$ cat src/rtl/rf_wb_pkg.sv
// Shared types for the register-file write-back sequencer: wb_mode encodings,
// the sequencer FSM states and default widths.
package rf_wb_pkg;

  localparam int RF_REG_W  = 4;
  localparam int RF_DATA_W = 32;

  typedef enum logic [1:0] {
    MODE_DISCARD = 2'b00,
    MODE_LO      = 2'b01,
    MODE_HI      = 2'b10,
    MODE_FULL    = 2'b11
  } wb_mode_e;

  typedef enum logic [2:0] {
    IDLE,
    RD_H,
    WR_H,
    RD_L,
    WR_L
  } wb_state_e;

endpackage

$ cat src/rtl/rf_wb_fifo.sv
// Synchronous FIFO of write-back entries; also exposes every slot's valid/reg/mode
// so the sequencer can build its pending-register mask.
module rf_wb_fifo
  import rf_wb_pkg::*;
#(
  parameter int DEPTH  = 4,
  parameter int REG_W  = RF_REG_W,
  parameter int DATA_W = RF_DATA_W
) (
  input  logic                        clk_i,
  input  logic                        rst_ni,
  input  logic                        push_i,
  input  logic [REG_W-1:0]            push_reg_i,
  input  logic [DATA_W-1:0]           push_data_i,
  input  logic [1:0]                  push_mode_i,
  input  logic                        pop_i,
  output logic [REG_W-1:0]            head_reg_o,
  output logic [DATA_W-1:0]           head_data_o,
  output logic [1:0]                  head_mode_o,
  output logic                        full_o,
  output logic                        empty_o,
  output logic [DEPTH-1:0]            entry_valid_o,
  output logic [DEPTH-1:0][REG_W-1:0] entry_reg_o,
  output logic [DEPTH-1:0][1:0]       entry_mode_o
);

  localparam int PTR_W = $clog2(DEPTH);
  localparam int CNT_W = PTR_W + 1;

  logic [REG_W-1:0]  reg_mem  [DEPTH];
  logic [DATA_W-1:0] data_mem [DEPTH];
  logic [1:0]        mode_mem [DEPTH];

  logic [PTR_W-1:0] wr_ptr_q, rd_ptr_q;
  logic [CNT_W-1:0] count_q;
  logic [DEPTH-1:0] valid_q, valid_d;
  logic             do_push, do_pop;

  assign full_o  = (count_q == CNT_W'(DEPTH));
  assign empty_o = (count_q == '0);
  assign do_push = push_i && !full_o;
  assign do_pop  = pop_i && !empty_o;

  always_comb begin
    valid_d = valid_q;
    if (do_push) valid_d[wr_ptr_q] = 1'b1;
    if (do_pop)  valid_d[rd_ptr_q] = 1'b0;
  end

  always_ff @(posedge clk_i or negedge rst_ni) begin
    if (!rst_ni) begin
      wr_ptr_q <= '0;
      rd_ptr_q <= '0;
      count_q  <= '0;
      valid_q  <= '0;
    end else begin
      valid_q <= valid_d;
      if (do_push) wr_ptr_q <= wr_ptr_q + PTR_W'(1);
      if (do_pop)  rd_ptr_q <= rd_ptr_q + PTR_W'(1);
      case ({do_push, do_pop})
        2'b10:   count_q <= count_q + CNT_W'(1);
        2'b01:   count_q <= count_q - CNT_W'(1);
        default: count_q <= count_q;
      endcase
    end
  end

  // Payload storage needs no reset; only the valid bits and pointers qualify it.
  always_ff @(posedge clk_i) begin
    if (do_push) begin
      reg_mem[wr_ptr_q]  <= push_reg_i;
      data_mem[wr_ptr_q] <= push_data_i;
      mode_mem[wr_ptr_q] <= push_mode_i;
    end
  end

  assign head_reg_o    = reg_mem[rd_ptr_q];
  assign head_data_o   = data_mem[rd_ptr_q];
  assign head_mode_o   = mode_mem[rd_ptr_q];
  assign entry_valid_o = valid_q;

  always_comb begin
    for (int i = 0; i < DEPTH; i++) begin
      entry_reg_o[i]  = reg_mem[i];
      entry_mode_o[i] = mode_mem[i];
    end
  end

endmodule

$ cat src/rtl/rf_wb_seq.sv
// Write-back sequencer: buffers execute results and turns each into the register
// file's read-then-write half-word protocol, tracking registers with writes in flight.
module rf_wb_seq
  import rf_wb_pkg::*;
#(
  parameter int DEPTH  = 4,
  parameter int REG_W  = RF_REG_W,
  parameter int DATA_W = RF_DATA_W
) (
  input  logic                  clk_i,
  input  logic                  rst_ni,
  input  logic                  wb_valid_i,
  output logic                  wb_ready_o,
  input  logic [REG_W-1:0]      wb_reg_i,
  input  logic [DATA_W-1:0]     wb_data_i,
  input  logic [1:0]            wb_mode_i,
  output logic                  rf_we_o,
  output logic                  rf_hl_o,
  output logic [REG_W-1:0]      rf_write_reg_o,
  output logic [DATA_W-1:0]     rf_data_o,
  output logic                  rf_read_slot_o,
  output logic                  pending_o,
  output logic [(1<<REG_W)-1:0] pend_mask_o
);

  wb_state_e         state_q, state_d;
  logic [REG_W-1:0]  cur_reg_q, cur_reg_d;
  logic [DATA_W-1:0] cur_data_q, cur_data_d;
  logic [1:0]        cur_mode_q, cur_mode_d;
  logic              pop, decide;

  logic [REG_W-1:0]            head_reg;
  logic [DATA_W-1:0]           head_data;
  logic [1:0]                  head_mode;
  logic                        fifo_full, fifo_empty;
  logic [DEPTH-1:0]            entry_valid;
  logic [DEPTH-1:0][REG_W-1:0] entry_reg;
  logic [DEPTH-1:0][1:0]       entry_mode;

  rf_wb_fifo #(
    .DEPTH (DEPTH),
    .REG_W (REG_W),
    .DATA_W(DATA_W)
  ) u_fifo (
    .clk_i        (clk_i),
    .rst_ni       (rst_ni),
    .push_i       (wb_valid_i),
    .push_reg_i   (wb_reg_i),
    .push_data_i  (wb_data_i),
    .push_mode_i  (wb_mode_i),
    .pop_i        (pop),
    .head_reg_o   (head_reg),
    .head_data_o  (head_data),
    .head_mode_o  (head_mode),
    .full_o       (fifo_full),
    .empty_o      (fifo_empty),
    .entry_valid_o(entry_valid),
    .entry_reg_o  (entry_reg),
    .entry_mode_o (entry_mode)
  );

  // The pop decision is shared by IDLE and the last write of an entry, so the
  // next entry's read cycle follows its predecessor's write with no bubble.
  always_comb begin
    state_d    = state_q;
    cur_reg_d  = cur_reg_q;
    cur_data_d = cur_data_q;
    cur_mode_d = cur_mode_q;
    pop        = 1'b0;
    decide     = 1'b0;
    case (state_q)
      IDLE:    decide = 1'b1;
      RD_H:    state_d = WR_H;
      WR_H:    if (cur_mode_q == MODE_FULL) state_d = RD_L;
               else decide = 1'b1;
      RD_L:    state_d = WR_L;
      WR_L:    decide = 1'b1;
      default: state_d = IDLE;
    endcase
    if (decide) begin
      state_d = IDLE;
      if (!fifo_empty) begin
        pop = 1'b1;
        if (head_mode != MODE_DISCARD) begin
          cur_reg_d  = head_reg;
          cur_data_d = head_data;
          cur_mode_d = head_mode;
          state_d    = (head_mode == MODE_LO) ? RD_L : RD_H;
        end
      end
    end
  end

  always_ff @(posedge clk_i or negedge rst_ni) begin
    if (!rst_ni) begin
      state_q    <= IDLE;
      cur_reg_q  <= '0;
      cur_data_q <= '0;
      cur_mode_q <= '0;
    end else begin
      state_q    <= state_d;
      cur_reg_q  <= cur_reg_d;
      cur_data_q <= cur_data_d;
      cur_mode_q <= cur_mode_d;
    end
  end

  assign rf_we_o        = (state_q == WR_H) || (state_q == WR_L);
  assign rf_hl_o        = (state_q == WR_H);
  assign rf_write_reg_o = cur_reg_q;
  assign rf_data_o      = cur_data_q;
  assign rf_read_slot_o = !rf_we_o;
  assign wb_ready_o     = !fifo_full;
  assign pending_o      = !fifo_empty || (state_q != IDLE);

  always_comb begin
    pend_mask_o = '0;
    for (int i = 0; i < DEPTH; i++) begin
      if (entry_valid[i] && (entry_mode[i] != MODE_DISCARD)) pend_mask_o[entry_reg[i]] = 1'b1;
    end
    if (state_q != IDLE) pend_mask_o[cur_reg_q] = 1'b1;
  end

endmodule

$ cat config.mk
export PLATFORM = sky130hd
export DESIGN_NAME = rf_wb_seq
export DESIGN_NICKNAME = d
export VERILOG_FILES = /design/src/rtl/rf_wb_pkg.sv /design/src/rtl/rf_wb_fifo.sv /design/src/rtl/rf_wb_seq.sv
export SDC_FILE = /design/constraint.sdc
export NUM_CORES = 1
export LEC_CHECK = 0
export ABC_AREA = 1
export CORE_AREA = 4 4 133 135
export DETAILED_ROUTE_END_ITERATION = 12
export DIE_AREA = 0 0 137 139
export PLACE_DENSITY = 0.73
export SETUP_SLACK_MARGIN = 0.5
export SLEW_MARGIN = 0
export SYNTH_ARGS = -nofsm -noshare
export SYNTH_HDL_FRONTEND = slang
export SYNTH_SLANG_ARGS = --single-unit
$ cat constraint.sdc
create_clock -name clk_i -period 5.4 [get_ports clk_i]
set_clock_uncertainty 0.05 [all_clocks]
set_input_delay 1.08 -clock clk_i [delete_from_list [all_inputs] [get_ports clk_i]]
set_output_delay 1.08 -clock clk_i [all_outputs]
set_load 0.1 [all_outputs]
# Word-level counts from Yosys, hierarchy flattened
# Memory sizes are Yosys's and may differ from the RTL's. A register that Yosys moved wholly into a read port is not among the register bits.
# Cells that the tools add are included.
[classes] n_addsub=4 magnitude_cmp=14 eq_ne=11 muxes=34 bitwise_logic=8 reduce_logical=32
[op_table] operator="16-bit 2-to-1 mux" count=5
[op_table] operator="16-bit bitwise OR" count=4
[op_table] operator="4-bit by 5-bit < comparator with 1-bit output, second input constant" count=5
[op_table] operator="1-bit demux with 4-bit select" count=5
[op_table] operator="4-bit by 1-bit greater-or-equal comparator with 1-bit output, second input constant" count=5
[op_table] operator="1-bit logical AND" count=13
[op_table] operator="1-bit 2-to-1 mux" count=12
[op_table] operator="3-bit case mux with 4 select lines" count=1
[op_table] operator="2-bit nonzero test" count=6
[op_table] operator="4-bit 2-to-1 mux" count=2
[op_table] operator="3-bit by 2-bit equality test with 1-bit output, second input constant" count=2
[op_table] operator="3-bit equality test, second input constant" count=2
[op_table] operator="3-bit logical NOT" count=2
[op_table] operator="2-bit by 3-bit < comparator with 1-bit output, second input constant" count=2
[op_table] operator="2-bit 2-to-1 mux" count=3
[op_table] operator="3-bit 2-to-1 mux" count=2
[op_table] operator="3-bit case mux with 2 select lines" count=1
[op_table] operator="1-bit logical NOT" count=5
[op_table] operator="2-bit by 1-bit adder with 2-bit output, second input constant" count=2
[op_table] operator="4-bit bitwise AND" count=1
[op_table] operator="1-bit demux with 2-bit select" count=2
[op_table] operator="2-bit by 1-bit equality test with 1-bit output, second input constant" count=2
[op_table] operator="2-bit equality test, second input constant" count=2
[op_table] operator="2-bit by 1-bit greater-or-equal comparator with 1-bit output, second input constant" count=2
[op_table] operator="14 further kinds" count=15
[word_totals] regBits=16 ram_bits=152 inputBits=41 out_inout_bits=57 word_cells=112 memories=3
[mem_list] memory="u_fifo.data_mem" words=4 width=32 read_ports=1 rd_clocked_by_memory_dff=1 wr=1 line="rf_wb_fifo.sv:31" source="logic [DATA_W-1:0] data_mem [DEPTH];"
[mem_list] memory="u_fifo.reg_mem" words=4 width=4 read_ports=5 rd_clocked_by_memory_dff=1 wr=1 line="rf_wb_fifo.sv:30" source="logic [REG_W-1:0] reg_mem [DEPTH];"
[mem_list] memory="u_fifo.mode_mem" words=4 width=2 read_ports=5 rd_clocked_by_memory_dff=0 wr=1 line="rf_wb_fifo.sv:32" source="logic [1:0] mode_mem [DEPTH];"

# Longest topological paths before layout
# An unclocked memory read counts as a cell.
[logic_depth] word_depth=14 ltp_mapped=12 ltp_nobuf=9

# Hierarchy
# From an unflattened synthesis, not the netlist that was laid out.
[unflattened] cells_unflattened=916 area_unflattened_um2=9091.2
[modules_own_cells] mod="rf_wb_fifo" instances=1 cells_each=446 area_each_um2=6279.8 seq_area_each_um2=4839.6
[modules_own_cells] mod="rf_wb_seq" instances=1 cells_each=470 area_each_um2=2811.4 seq_area_each_um2=1026.0

# Worst setup path before layout
# Ideal clock, no wire load.
[synth_path] path_kind="register to output" from="reg state_q[0]" to="out rf_we_o" arrival_ns=4.984 required_ns=4.270 setup_slack_ns=-0.714 stages_incl_launch_ff=4 path_buffers=0 path_cell_list="dfrtp_1 > nor3_1 > a21oi_1 > inv_1"
[synth_between] elab_chain_cells=2 word_cells_on_any_way=3 cone_classes="eq/ne: 2; reduce/logical: 1"
[synth_rtl] item="start, declared" line="rf_wb_seq.sv:26" source="wb_state_e state_q, state_d;"
[synth_rtl] item="start signal, assigned" line="rf_wb_seq.sv:101" source="state_q <= state_d;"
[synth_rtl] item="3-bit by 2-bit equality test with 1-bit output"
[synth_rtl] item="named net rf_hl_o" line="rf_wb_seq.sv:18" source="output logic rf_hl_o,"
[synth_rtl] item="1-bit logical OR" line="rf_wb_seq.sv:108" source="assign rf_we_o = (state_q == WR_H) || (state_q == WR_L);"
[synth_rtl] item="end, declared" line="rf_wb_seq.sv:17" source="output logic rf_we_o,"
# The timed path passes the listed nets, and every way through them passes these cells.

# Worst setup path in the final report
[layout_path] from="reg u_fifo.valid_q[1] (netlist: u_fifo.entry_valid_o[1])" to="out pend_mask_o[10]"
[layout_between] elab_chain_cells=8
[layout_rtl] item="start, declared" line="rf_wb_fifo.sv:36" source="logic [DEPTH-1:0] valid_q, valid_d;"
[layout_rtl] item="start signal, assigned" line="rf_wb_fifo.sv:57" source="valid_q <= valid_d;"
[layout_rtl] item="1-bit logical AND *" line="rf_wb_seq.sv:119" source="if (entry_valid[i] && (entry_mode[i] != MODE_DISCARD)) pend_mask_o[entry_reg[i]] = 1'b1;"
[layout_rtl] item="16-bit 2-to-1 mux *" line="rf_wb_seq.sv:119"
[layout_rtl] item="16-bit bitwise OR (no line)"
[layout_rtl] item="16-bit 2-to-1 mux *" line="rf_wb_seq.sv:119"
[layout_rtl] item="16-bit bitwise OR (no line)"
[layout_rtl] item="16-bit 2-to-1 mux *" line="rf_wb_seq.sv:119"
[layout_rtl] item="16-bit bitwise OR (no line)"
[layout_rtl] item="16-bit 2-to-1 mux *" line="rf_wb_seq.sv:121" source="if (state_q != IDLE) pend_mask_o[cur_reg_q] = 1'b1;"
[layout_rtl] item="end, declared" line="rf_wb_seq.sv:23" source="output logic [(1<<REG_W)-1:0] pend_mask_o"
# Mark *: on every way between the ends. The rest lies on a longest branch, timed or not.

==> insert_results.sql <==
INSERT INTO impl_metrics (metric_group, metric, value, unit) VALUES
('yosys', 'synth_top_area_share', '51.0', '%'),
('cts', 'worstSkewPairLatency', '0.49', 'ns'),
('sta', 'final-max-slew-violation-count', '0', ''),
('final_layout', 'multi_input_comb_area', '0.00269', 'mm^2'),
('route', 'length_of_the_first_detailed_routing_pass_in_iterations', '7', ''),
('sta', 'hold_viol_final', '0', ''),
('yosys', 'synth.yosys.warnings', '0', ''),
('sta', 'maxSlewHeadroom', '31.7', '%'),
('final_layout', 'area_growth', '20.3', '%'),
('yosys', 'synthesis.area_per_instance', '10.0', 'um^2'),
('setup_path', 'cp-end-kind', 'output pin', ''),
('final_layout', 'final-seq-area', '0.00587', 'mm^2'),
('setup_path', 'critPathRequiredTime', '4.27', 'ns'),
('floorplan', 'initial_utilization', '54.4', '%'),
('placement', 'port_buffers', '97', ''),
('sta', 'shortest_clock_period_the_worst_path_allows_after_layout', '4.25', 'ns'),
('floorplan', 'io-pin-count', '98', ''),
('floorplan', 'die-height', '139', 'um'),
('final_layout', 'post_route_cells_drive_above_1_share', '5.63', '%'),
('hold_path', 'timing.hold.worst.class', 'reg -> reg', ''),
('setup_path', 'cp_max_fo', '12', ''),
('yosys', 'yosys.cell_types.count', '30', ''),
('sta', 'tns', '0', 'ns'),
('cts', 'cts_inserted_buffers', '21', ''),
('cts', 'tritoncts', 'done', ''),
('final_layout', 'most-common-layout-cells', '190 x nand2_1, 152 x nor2_1, 152 x edfxtp_1', ''),
('flow_run', 'timing.max_cap.violations', '0', ''),
('route', 'post_drt_via_cell_ratio', '5.37', ''),
('yosys', 'seq_area_frac_synth', '65.5', '%'),
('setup_path', 'crit_type', 'reg -> out', ''),
('global_route', 'grt_pass1_wl', '32.9', 'mm'),
('floorplan', 'die_x', '137', 'um'),
('final_layout', 'fillers', '1270', ''),
('cts', 'path_clk_slew', '0.06', 'ns'),
('route', 'drt_wl_total', '20.7', 'mm'),
('setup_path', 'worst_r2r_startpoint', 'u_fifo.rd_ptr_q[1]', ''),
('floorplan', 'dieArea', '0.0190', 'mm^2'),
('sta', 'setup_viol', '0', ''),
('sta', 'hold_ws', '0.418', 'ns'),
('sta', 'worst_slew_pin_slew', '1.02', 'ns'),
('sta', 'finalWorstSetupSlack', '1.15', 'ns'),
('final_layout', 'finalNetCount', '1032', ''),
('placement', 'final_weighted_congestion_of_routability_driven_global_placement', '1.05', ''),
('placement', 'detailedPlacementHpwl', '13.1', 'mm'),
('global_route', 'groute.usage.overall', '21.7', '%'),
('global_route', 'first_global_vias', '6356', ''),
('route', 'antenna_left', '0', ''),
('cts', 'cts_post_setup_buffers_inserted', '0', ''),
('global_route', 'largest_net_degree_at_the_start_of_global_routing', '83', ''),
('hold_path', 'worst_hold_startpoint', 'rf_data_o[7]', ''),
('sta', 'fmax', '235', 'MHz'),
('yosys', 'synth.largest_area_cell', 'edfxtp_1', ''),
('global_route', 'grt_antenna_before_repair', '1', ''),
('setup_path', 'startpoint', 'u_fifo.entry_valid_o[1]', ''),
('floorplan', 'design.core.area', '0.0165', 'mm^2'),
('route', 'routed_wire_length_per_instance', '17.0', 'um'),
('sta', 'rsz0062_at_grt', 'false', ''),
('route', 'detailroute.via_count', '6527', ''),
('sta', 'timing.final.crit_share', '78.8', '%'),
('final_layout', 'finish.instance_area', '0.0108', 'mm^2'),
('global_route', 'remaining_global_route_overflow', '0', ''),
('setup_path', 'cp-start-kind', 'register', ''),
('setup_path', 'arrival', '3.12', 'ns'),
('floorplan', 'rows', '47', ''),
('route', 'first_iter_violations', '599', ''),
('yosys', 'post_synth_inst_count', '891', ''),
('final_layout', 'diodes', '0', ''),
('cts', 'cts_hold_repair.buffers', '0', ''),
('placement', 'detailed_place.area', '0.0101', 'mm^2'),
('route', 'drc_errors', '0', ''),
('cts', 'clock-sinks', '204', ''),
('yosys', 'syn_nets', '942', ''),
('final_layout', 'mostFrequentLayoutCell', 'nand2_1', ''),
('yosys', 'synth_top_cells_by_area', 'edfxtp_1 51%, dfrtp_1 15%, nand2_1 8.0%', ''),
('cts', 'cts-root-buf', 'clkbuf_16', ''),
('setup_path', 'register_to_register_setup_slack', '2.32', 'ns'),
('outcome', 'status', 'finished, final reports clean', ''),
('placement', 'post-place-ws', '1.73', 'ns'),
('cts', 'cts_max_level', '1', ''),
('cts', 'clock_tree.buffer_depth', '3', ''),
('cts', 'cts.repair.resized', '0', ''),
('yosys', 'netlist_area_before_placement', '0.00895', 'mm^2'),
('yosys', 'synth-seq-cells', '204', '');
-- metal layers --
metal / GRT usage, % / up-vias / wire length, um
met5: 0 / - / 13
met4: 7.41 / 2 / 689
met3: 3.85 / 60 / 1300
met2: 35.0 / 231 / 9920
met1: 29.8 / 3060 / 8740
li1: - / 3174 / -
-- worst max-delay path, stage by stage (launching register included) --
cell	delay, ns
dfrtp_1	0.35
inv_1	0.06
nor2_1	0.66
nand3_1	0.17
nand2_1	0.11
nor2_1	0.04
nand3_1	0.10
clkdlybuf4s50_1	1.14
-- path summary, 6_finish.rpt --
path	to	depth (start not counted)
max	pend_mask_o[10]	7
min	rf_data_o[7]	2
max reg2reg	rf_data_o[24]	8
min reg2reg	rf_data_o[7]	2
max in group asynchronous	u_fifo.rd_ptr_q[0]	2
min in group asynchronous	rf_write_reg_o[2]	2
-- registers in the layout, summed over array words and instances (netlist names) --
name	flops
u_fifo.data_mem	128
rf_data_o	32
u_fifo.reg_mem	16
u_fifo.mode_mem	8
rf_write_reg_o	4
u_fifo.entry_valid_o	4
state_q	3
u_fifo.count_q	3
cur_mode_q	2
u_fifo.rd_ptr_q	2
u_fifo.wr_ptr_q	2
-- cells in the mapped netlist --
cell and instances:
o22ai_1 5, nor2_1 156, or2_2 1, nand2_2 3, buf_2 16, dfrtp_1 52, fa_1 1, clkbuf_1 15
o21ai_0 110, xor2_1 2, a21oi_4 1, buf_6 3, a21boi_0 1, nand3_2 1, ha_1 9, nand4_1 3
o21ai_1 4, nor3_1 8, inv_2 2, xnor2_1 2, buf_1 2, nand3_1 75, edfxtp_1 152, inv_1 60
buf_4 3, nand2_4 1, nand2_1 190, a21oi_1 7, o211ai_1 5, nand3b_1 1
-- metrics by stage --
stage,utilization (%),instances
after detailed placement,61.3,1178
after global routing,65.4,1215
after floorplan,-,891
after global placement,61.3,1178
after CTS,65.4,1215
final,65.4,1215
-- logic make-up after synthesis --
logic type      after synthesis  synth area share (%)
simple gates                439                  20.0
flops                       204                  65.5
compound gates              133                  7.80
buf+inv                     101                  4.84
fa+ha+maj                    10                  1.48
xor+xnor                      4                 0.391
-- final cells by class --
type                       instances  share of cell area, %
timing repair buffer             106                   9.60
multi-input combinational        586                   25.0
sequential                       204                   54.5
clock buffer                      25                   5.02
inverter                          62                   2.16
tap                              220                   2.56
clock inverter                    12                   1.22
Power is left out: the tool's default activity adds up to more than one toggle a clock period on the data nets, which glitch-free logic cannot reach.
